### src/rtl/mac_pkg.sv
// ============================================================================
// mac_pkg : shared types for the MAC-filter ingress arbiter
// Revision: 1.0 - initial release
// ============================================================================
`default_nettype none

package mac_pkg;

   localparam int c_DATA_W_DEFAULT = 32;
   localparam int c_MAX_PORTS      = 4;
   localparam int c_PORT_IDX_W     = $clog2(c_MAX_PORTS);

   typedef logic [c_PORT_IDX_W-1:0] port_idx_t;

   typedef enum logic [0:0] {
      IDLE = 1'b0,
      PASS = 1'b1
   } state_t;

endpackage

`default_nettype wire

### src/rtl/rr_select.sv
// ============================================================================
// rr_select : combinational round-robin picker, search starts at last_grant+1
// Revision: 1.0 - initial release
// ============================================================================
`default_nettype none

module rr_select
   import mac_pkg::*;
#(
   parameter int N_PORTS = 2
) (
   input  logic [N_PORTS-1:0] i_req,
   input  logic [N_PORTS-1:0] i_en,
   input  port_idx_t          i_last_grant,
   output logic               o_valid,
   output port_idx_t          o_idx
);

   logic [N_PORTS-1:0] w_elig;
   logic [N_PORTS-1:0] w_rot;
   int                 w_off;

   assign w_elig = i_req & i_en;

   // Bit k of w_rot is the port k+1 positions after the last grant.
   assign w_rot = N_PORTS'({w_elig, w_elig} >> (int'(i_last_grant) + 1));

   always_comb begin
      o_valid = |w_rot;
      w_off   = 0;
      for (int k = N_PORTS - 1; k >= 0; k--) begin
         if (w_rot[k]) begin
            w_off = k;
         end
      end
      o_idx = port_idx_t'((int'(i_last_grant) + 1 + w_off) % N_PORTS);
   end

endmodule

`default_nettype wire

### src/rtl/axis_pkt_arbiter.sv
// ============================================================================
// axis_pkt_arbiter : packet-atomic round-robin AXI-Stream merge, zero data regs
// Revision: 1.0 - initial release
// ============================================================================
`default_nettype none

module axis_pkt_arbiter
   import mac_pkg::*;
#(
   parameter int N_PORTS = 2,
   parameter int DATA_W  = c_DATA_W_DEFAULT,
   parameter int CNT_W   = 16
) (
   input  logic                       clk,
   input  logic                       rst_n,
   input  logic [N_PORTS-1:0]         s_axis_tvalid,
   output logic [N_PORTS-1:0]         s_axis_tready,
   input  logic [N_PORTS*DATA_W-1:0]  s_axis_tdata,
   input  logic [N_PORTS-1:0]         s_axis_tlast,
   output logic                       m_axis_tvalid,
   input  logic                       m_axis_tready,
   output logic [DATA_W-1:0]          m_axis_tdata,
   output logic                       m_axis_tlast,
   input  logic [N_PORTS-1:0]         port_en,
   output logic [$clog2(N_PORTS)-1:0] grant_id,
   output logic                       busy,
   output logic [N_PORTS*CNT_W-1:0]   pkt_cnt
);

   localparam int c_IDX_W = $clog2(N_PORTS);

   state_t    r_state;
   state_t    w_state_nxt;
   port_idx_t r_grant;
   port_idx_t r_last_grant;
   port_idx_t w_sel_idx;
   logic      w_sel_valid;
   logic      w_done;

   rr_select #(
      .N_PORTS (N_PORTS)
   ) u_rr_select (
      .i_req        (s_axis_tvalid),
      .i_en         (port_en),
      .i_last_grant (r_last_grant),
      .o_valid      (w_sel_valid),
      .o_idx        (w_sel_idx)
   );

   // Datapath is a pure mux on the granted port; nothing is registered.
   always_comb begin
      w_state_nxt   = r_state;
      s_axis_tready = '0;
      m_axis_tvalid = 1'b0;
      m_axis_tdata  = '0;
      m_axis_tlast  = 1'b0;
      w_done        = 1'b0;
      case (r_state)
         IDLE: begin
            if (w_sel_valid) begin
               w_state_nxt = PASS;
            end
         end
         PASS: begin
            for (int i = 0; i < N_PORTS; i++) begin
               if (r_grant == port_idx_t'(i)) begin
                  m_axis_tvalid    = s_axis_tvalid[i];
                  m_axis_tdata     = s_axis_tdata[i*DATA_W +: DATA_W];
                  m_axis_tlast     = s_axis_tlast[i];
                  s_axis_tready[i] = m_axis_tready;
               end
            end
            w_done = m_axis_tvalid & m_axis_tready & m_axis_tlast;
            if (w_done) begin
               w_state_nxt = IDLE;
            end
         end
         default: w_state_nxt = IDLE;
      endcase
   end

   always_ff @(posedge clk or negedge rst_n) begin
      if (!rst_n) begin
         r_state      <= IDLE;
         r_grant      <= '0;
         r_last_grant <= port_idx_t'(N_PORTS - 1);
      end else begin
         r_state <= w_state_nxt;
         if ((r_state == IDLE) && w_sel_valid) begin
            r_grant <= w_sel_idx;
         end
         if (w_done) begin
            r_last_grant <= r_grant;
         end
      end
   end

   for (genvar gi = 0; gi < N_PORTS; gi++) begin : g_cnt
      logic [CNT_W-1:0] r_cnt;

      always_ff @(posedge clk or negedge rst_n) begin
         if (!rst_n) begin
            r_cnt <= '0;
         end else if (w_done && (r_grant == port_idx_t'(gi))) begin
            r_cnt <= r_cnt + {{(CNT_W-1){1'b0}}, 1'b1};
         end
      end

      assign pkt_cnt[gi*CNT_W +: CNT_W] = r_cnt;
   end

   // Port index type is sized for the largest configuration.
   if (c_IDX_W < c_PORT_IDX_W) begin : g_idx_pad
      logic w_grant_hi_unused;
      assign w_grant_hi_unused = |r_grant[c_PORT_IDX_W-1:c_IDX_W];
   end

   assign grant_id = r_grant[c_IDX_W-1:0];
   assign busy     = (r_state == PASS);

endmodule

`default_nettype wire

### config.mk
export PLATFORM = sky130hd
export DESIGN_NAME = axis_pkt_arbiter
export DESIGN_NICKNAME = d
export VERILOG_FILES = /design/src/rtl/mac_pkg.sv /design/src/rtl/rr_select.sv /design/src/rtl/axis_pkt_arbiter.sv
export SDC_FILE = /design/constraint.sdc
export NUM_CORES = 1
export LEC_CHECK = 0
export ABC_AREA = 1
export CORE_MARGIN = 1
export CORE_UTILIZATION = 36
export DETAILED_ROUTE_END_ITERATION = 12
export PLACE_DENSITY_LB_ADDON = 0.2
export SLEW_MARGIN = 20
export SYNTH_ARGS = -nofsm -noshare
export SYNTH_HDL_FRONTEND = slang
export SYNTH_HIERARCHICAL = 1
export SYNTH_SLANG_ARGS = --single-unit
### constraint.sdc
create_clock -name clk -period 1.55 [get_ports clk]
set_input_delay 0.465 -clock clk [delete_from_list [all_inputs] [get_ports clk]]
set_output_delay 0.465 -clock clk [all_outputs]
set_load 0.05 [all_outputs]
; ---- After elaboration in Yosys (flattened, before gate mapping)
; Index checks and enable logic that the tools add are counted.
[totals]
regBits = 37
out_inout_bits = 70
wordCells = 41
[classes]
add_sub_neg = 4
n_eq_ne = 1
shift = 1
mux = 20
bitwise_logic = 5
n_reduce_logical = 5
[op_table]
columns = cell, n
row1 = 2-to-1 mux 32 bit, 3
row2 = adder 16 x 1 -> 16 bit (second input constant), 2
row3 = adder 32 x 2 -> 32 bit, 1
row4 = >> shifter 4 x 32 -> 2 bit, 1
row5 = 2-to-1 mux 1 bit, 15
row6 = adder 2 x 1 -> 3 bit (second input constant), 1
row7 = AND 1 bit, 3
row8 = logical AND 1 bit, 3
row9 = AND 2 bit, 1
row10 = equality test 2 x 1 -> 1 bit (second input constant), 1
row11 = zero test 2 bit, 1
row12 = 2-to-1 mux 2 bit, 1
row13 = one-hot mux 1 bit (2 select lines), 1
row14 = OR reduction 2 bit, 1
row15 = NOT 1 bit, 1

; ---- Logic depth before layout (Yosys ltp)
; Gate-level depths: netlist of run 1.
[logic_depth]
word_depth = 8
mapped_depth = 9

; ---- Cells and area by module
; The synthesis of run 1 kept the hierarchy.
[by_module_without_submodules]
columns = mod, instances, cells_each, area_per_inst_um2, seq_area_each_um2
row1 = axis_pkt_arbiter, 1, 411, 2625.0, 927.1
row2 = rr_select, 1, 17, 78.8, 0.0

; ---- Least setup slack after synthesis of run 1
; OpenSTA, ideal clock, no wires.
[synth_timing]
path_type = register to output
start = register r_grant[0]
end = output port m_axis_tdata[10]
arrival_time_ps = 2064
required_ps = 1085
slack_ps = -979
path_stages_with_launch = 6
path_buffers = 1
path_cell_list = dfrtp_1 -> inv_2 -> nor2_4 -> buf_1 -> nand2_1 -> a21oi_1
[synth_via]
elab_chain_cells = 4
[synth_lines]
columns = item, line
row1 = from (decl), axis_pkt_arbiter.sv:34  ; port_idx_t r_grant;
row2 = from (signal assigned), axis_pkt_arbiter.sv:90  ; r_grant <= w_sel_idx;
row3 = zero test 2 bit, axis_pkt_arbiter.sv:66  ; if (r_grant == port_idx_t'(i)) begin
row4 = 2-to-1 mux 32 bit, axis_pkt_arbiter.sv:66
row5 = 2-to-1 mux 32 bit (*), axis_pkt_arbiter.sv:66
row6 = 2-to-1 mux 32 bit (*), axis_pkt_arbiter.sv:58  ; case (r_state)
row7 = to (decl), axis_pkt_arbiter.sv:22  ; output logic [DATA_W-1:0] m_axis_tdata,
; Mark *: on every way between the ends. The rest lies on a longest branch, timed or not.

; ---- Worst setup path after layout of run 1
[layout_timing]
start = register r_grant[0]
end = output port m_axis_tdata[12]
; The elaborated chain is that of the path after synthesis.

==> flow_summary.json, run 1 <==
{
  "synth.avg_cell_area_um2": 6.32,
  "num_cts_buffers": 5,
  "critPathBufInv": 3,
  "switching_power_mw": 3.77,
  "clockPowerShare_pct": 10.8,
  "layout_area_overhead_pct": 131,
  "synth.lib_cells_used.distinct": 27,
  "die_width_um": 88.7,
  "die_area_um2": 7860,
  "share_seq_of_total_power_pct": 16.9,
  "p_leak_nw": 2.78,
  "clockBufferDepth": 2,
  "critPathRequiredTime_ns": 1.08,
  "synth_warnings": 6,
  "kind_of_capture_point_of_the_worst_setup_path": "primary output",
  "placement.io_buffers": 142,
  "crit_path_max_fanout": 8,
  "cts.root.buffer_cell": "clkbuf_8",
  "dr_total_vias": 3733,
  "routed_via_density": 5.29,
  "syn-num-nets": 503,
  "drv_cap": 0,
  "fraction_of_layout_instances_using_a_drive_strength_above_1_pct": 39.0,
  "setup.worst_path.start_class": "register",
  "path_cells": "nor2_4 -> buf_6 -> clkbuf_16 -> nand2_1 -> a21oi_4 -> buf_12",
  "regArea_um2": 937,
  "tritoncts": "done",
  "yosysSeqAreaShare_pct": 34.3,
  "setup_slack_ns": -0.544,
  "p_int_mw": 4.37,
  "fin_crit_sh_pct": 135,
  "placedCellCount": 676,
  "drt_drc_violations_left": 0,
  "share_comb_of_total_power_pct": 72.3,
  "antenna_cells_inserted": 0,
  "placedInstanceArea_um2": 5490,
  "design.portCount": 143,
  "power_switching_share_pct": 46.3,
  "route.detailed.wl_per_inst_um": 19.3,
  "clkSlewWorstSetupHoldPaths_ns": 0.07,
  "path_delay_family": "flip-flops",
  "outcome": "finished, violations left",
  "nets": 681,
  "grt_use_total_pct": 26.6,
  "power.total_mw": 8.14,
  "ys_dominant_reg_cell": "dfrtp_1",
  "syn-cell-area_um2": 2700,
  "floorplan.initialDensity_pct": 37.3,
  "cts_sinks": 37,
  "drtIter0Drc": 195,
  "hpwlAfterDp_um": 8070,
  "slew_viols_final": 0,
  "final_cells": 706,
  "first_global_vias": 3394,
  "ys_ff_latch": 37,
  "grt_antenna_before_repair": 0,
  "critical-path-slowest-cell": "dfrtp_2",
  "multi_input_area_um2": 2200,
  "fin_worst_skew_ns": 0.00825,
  "ctsHtreeMaxLevel": 2,
  "routed_wl_um": 13600,
  "worstSkewPairLatency_ns": 0.29,
  "fillCellCount": 344,
  "grt_setup_unrepaired": "true",
  "final_hold_viol_count": 0,
  "number_of_synthesized_flops_with_an_enable_pin": 0,
  "chipHeight_um": 88.7,
  "route.antenna.remaining_nets": 0,
  "grt_start_max_net_pins": 26,
  "cp_data_arrival_time_ns": 1.63,
  "dr.pass1.iters": 5,
  "fmax_mhz": 477,
  "postLayoutCellArea_um2": 6240,
  "final.min_clock_period_ns": 2.09,
  "setup-violations-final": 74,
  "violations": "negative setup slack",
  "crit_type": "reg -> out",
  "p_per_area_nw_per_um2": 1310,
  "placeableCoreArea_um2": 7250,
  "max_stage_delay_ns": 0.45,
  "grt_overflow_total": 0,
  "cells_after_synthesis": 428,
  "fin_hold_ws_ns": 0.103,
  "worst_ir_drop_vdd_mv": 1.33,
  "gp_routability_congestion": 0.878,
  "asyncSetResetFlopFracSynth_pct": 100,
  "grt_pass1_wl_um": 16200,
  "worst_hold_path_type": "in -> async",
  "num_rows": 31
}
## power groups by stage
stage	sequential (mW)	clock, mW	combinational, mW
after floorplan	1.69	0	2.35
after global placement	1.38	0	5.06
after detailed placement	1.39	0	5.15
after CTS	1.37	0.903	5.27
after global routing	1.40	0.938	6.08
final	1.38	0.877	5.89
## sequential cells by signal (all words and copies together), names as in the netlist
signal,flops
r_last_grant,2
r_grant,2
busy,1
g_cnt.r_cnt,32
## layer usage
layer  vias up  share of wire [%]  global-route usage [%]
li1       1698                  -                       -
met1      1802                 39                    31.9
met2       184                 50                    46.3
met3        49                7.3                    5.32
met4         0                4.2                    11.4
met5         -                  0                       0
## synthesized netlist by cell type (all sizes together) (2+ instances only)
library cell | n | area [um2]
nand2 | 203 | 774
nor2 | 38 | 190
a21oi | 36 | 180
dfrtp | 36 | 901
inv | 35 | 131
o21ai | 16 | 80.1
nand3 | 13 | 65.1
xor2 | 13 | 114
nand4 | 10 | 62.6
buf | 8 | 60.1
clkbuf | 6 | 22.5
nand3b | 5 | 37.5
a31oi | 2 | 12.5
ha | 2 | 25.0
## per-stage QoR
step | util [%] | setup WS, ns | setup TNS, ns
final | 86.0 | -0.544 | -25.39
after CTS | 79.4 | -0.514 | -20.70
after detailed placement | 75.7 | -0.403 | -22.13
after global placement | 75.7 | -0.390 | -20.09
after global routing | 86.0 | -0.644 | -30.41
after floorplan | - | -0.286 | -9.71
## path summary, 6_finish.rpt
kind	start	slack, ns	endpoint	cells past startpoint
max in group asynchronous	rst_n	0.91	r_last_grant[0]	2
worst max-delay path	r_grant[0]	-0.54	m_axis_tdata[12]	6
worst min register to register	r_last_grant[1]	0.51	r_last_grant[1]	2
min in group clk	r_last_grant[1]	0.51	r_last_grant[1]	2
worst max register to register	r_grant[0]	-0.31	g_cnt[0].r_cnt[6]	10
worst min-delay path	rst_n	0.10	g_cnt[0].r_cnt[7]	1
## kinds of logic after synthesis
family	Yosys count	synth area share (%)
AND/OR/NAND/NOR	270	42.0
flip-flops	37	34.3
AO/OA/AOI/OAI	54	10.1
buffers and inverters	50	8.05
adder cells (fa/ha/maj)	2	0.925
other	1	0.139
XOR/XNOR	14	4.54
## cells in the final DEF, fill, tap and decap left out, types with 3 or more instances in the layout
cell,Yosys,routed
a21oi_4,0,34
buf_12,0,79
buf_4,2,20
buf_6,3,7
clkbuf_16,0,7
clkbuf_8,0,6
clkdlybuf4s50_1,0,70
clkinvlp_4,0,3
dfrtp_1,36,28
dfrtp_2,0,8
inv_1,33,27
inv_2,2,4
nand2_1,200,150
nand2_2,2,33
nand2_4,1,19
nand3_1,13,12
nand3b_1,5,5
nand4_1,10,10
nor2_1,34,31
nor2_4,2,3
o21ai_0,14,11
o21ai_1,2,4
xor2_1,13,13
## cell type report
cell class	count	area share [%]
timing repair buffer	185	43.3
multi-input combinational	341	35.3
sequential	37	15.0
inverter	36	2.39
tap	99	1.99
clock buffer	6	1.32
clock inverter	2	0.602
## repair_timing
item,CTS,global route
gates resized for setup,22,74
pin swaps,4,30
hold buffers,0,0
setup endpoints to repair,68,75
gates cloned,2,9
buffers inserted,5,7
Note: power is estimated with default switching activity, not from simulation.
==> run 2, diff against run 1 <==
--- a/config.mk
+++ b/config.mk
@@ -8,6 +8,7 @@
 export ABC_AREA = 1
 export CORE_MARGIN = 1
 export CORE_UTILIZATION = 36
+export CTS_CLUSTER_SIZE = 16
 export DETAILED_ROUTE_END_ITERATION = 12
 export PLACE_DENSITY_LB_ADDON = 0.2
 export SLEW_MARGIN = 20
==> results of run 2 <==
No change in the layout: final DEF, timing and power equal those of run 1.
==> run 3, diff against run 2 <==
--- a/config.mk
+++ b/config.mk
@@ -10,6 +10,7 @@
 export CORE_UTILIZATION = 36
 export CTS_CLUSTER_SIZE = 16
 export DETAILED_ROUTE_END_ITERATION = 12
+export GPL_TIMING_DRIVEN = 1
 export PLACE_DENSITY_LB_ADDON = 0.2
 export SLEW_MARGIN = 20
 export SYNTH_ARGS = -nofsm -noshare
==> results of run 3 <==
No change in the layout: final DEF, timing and power equal those of run 1.
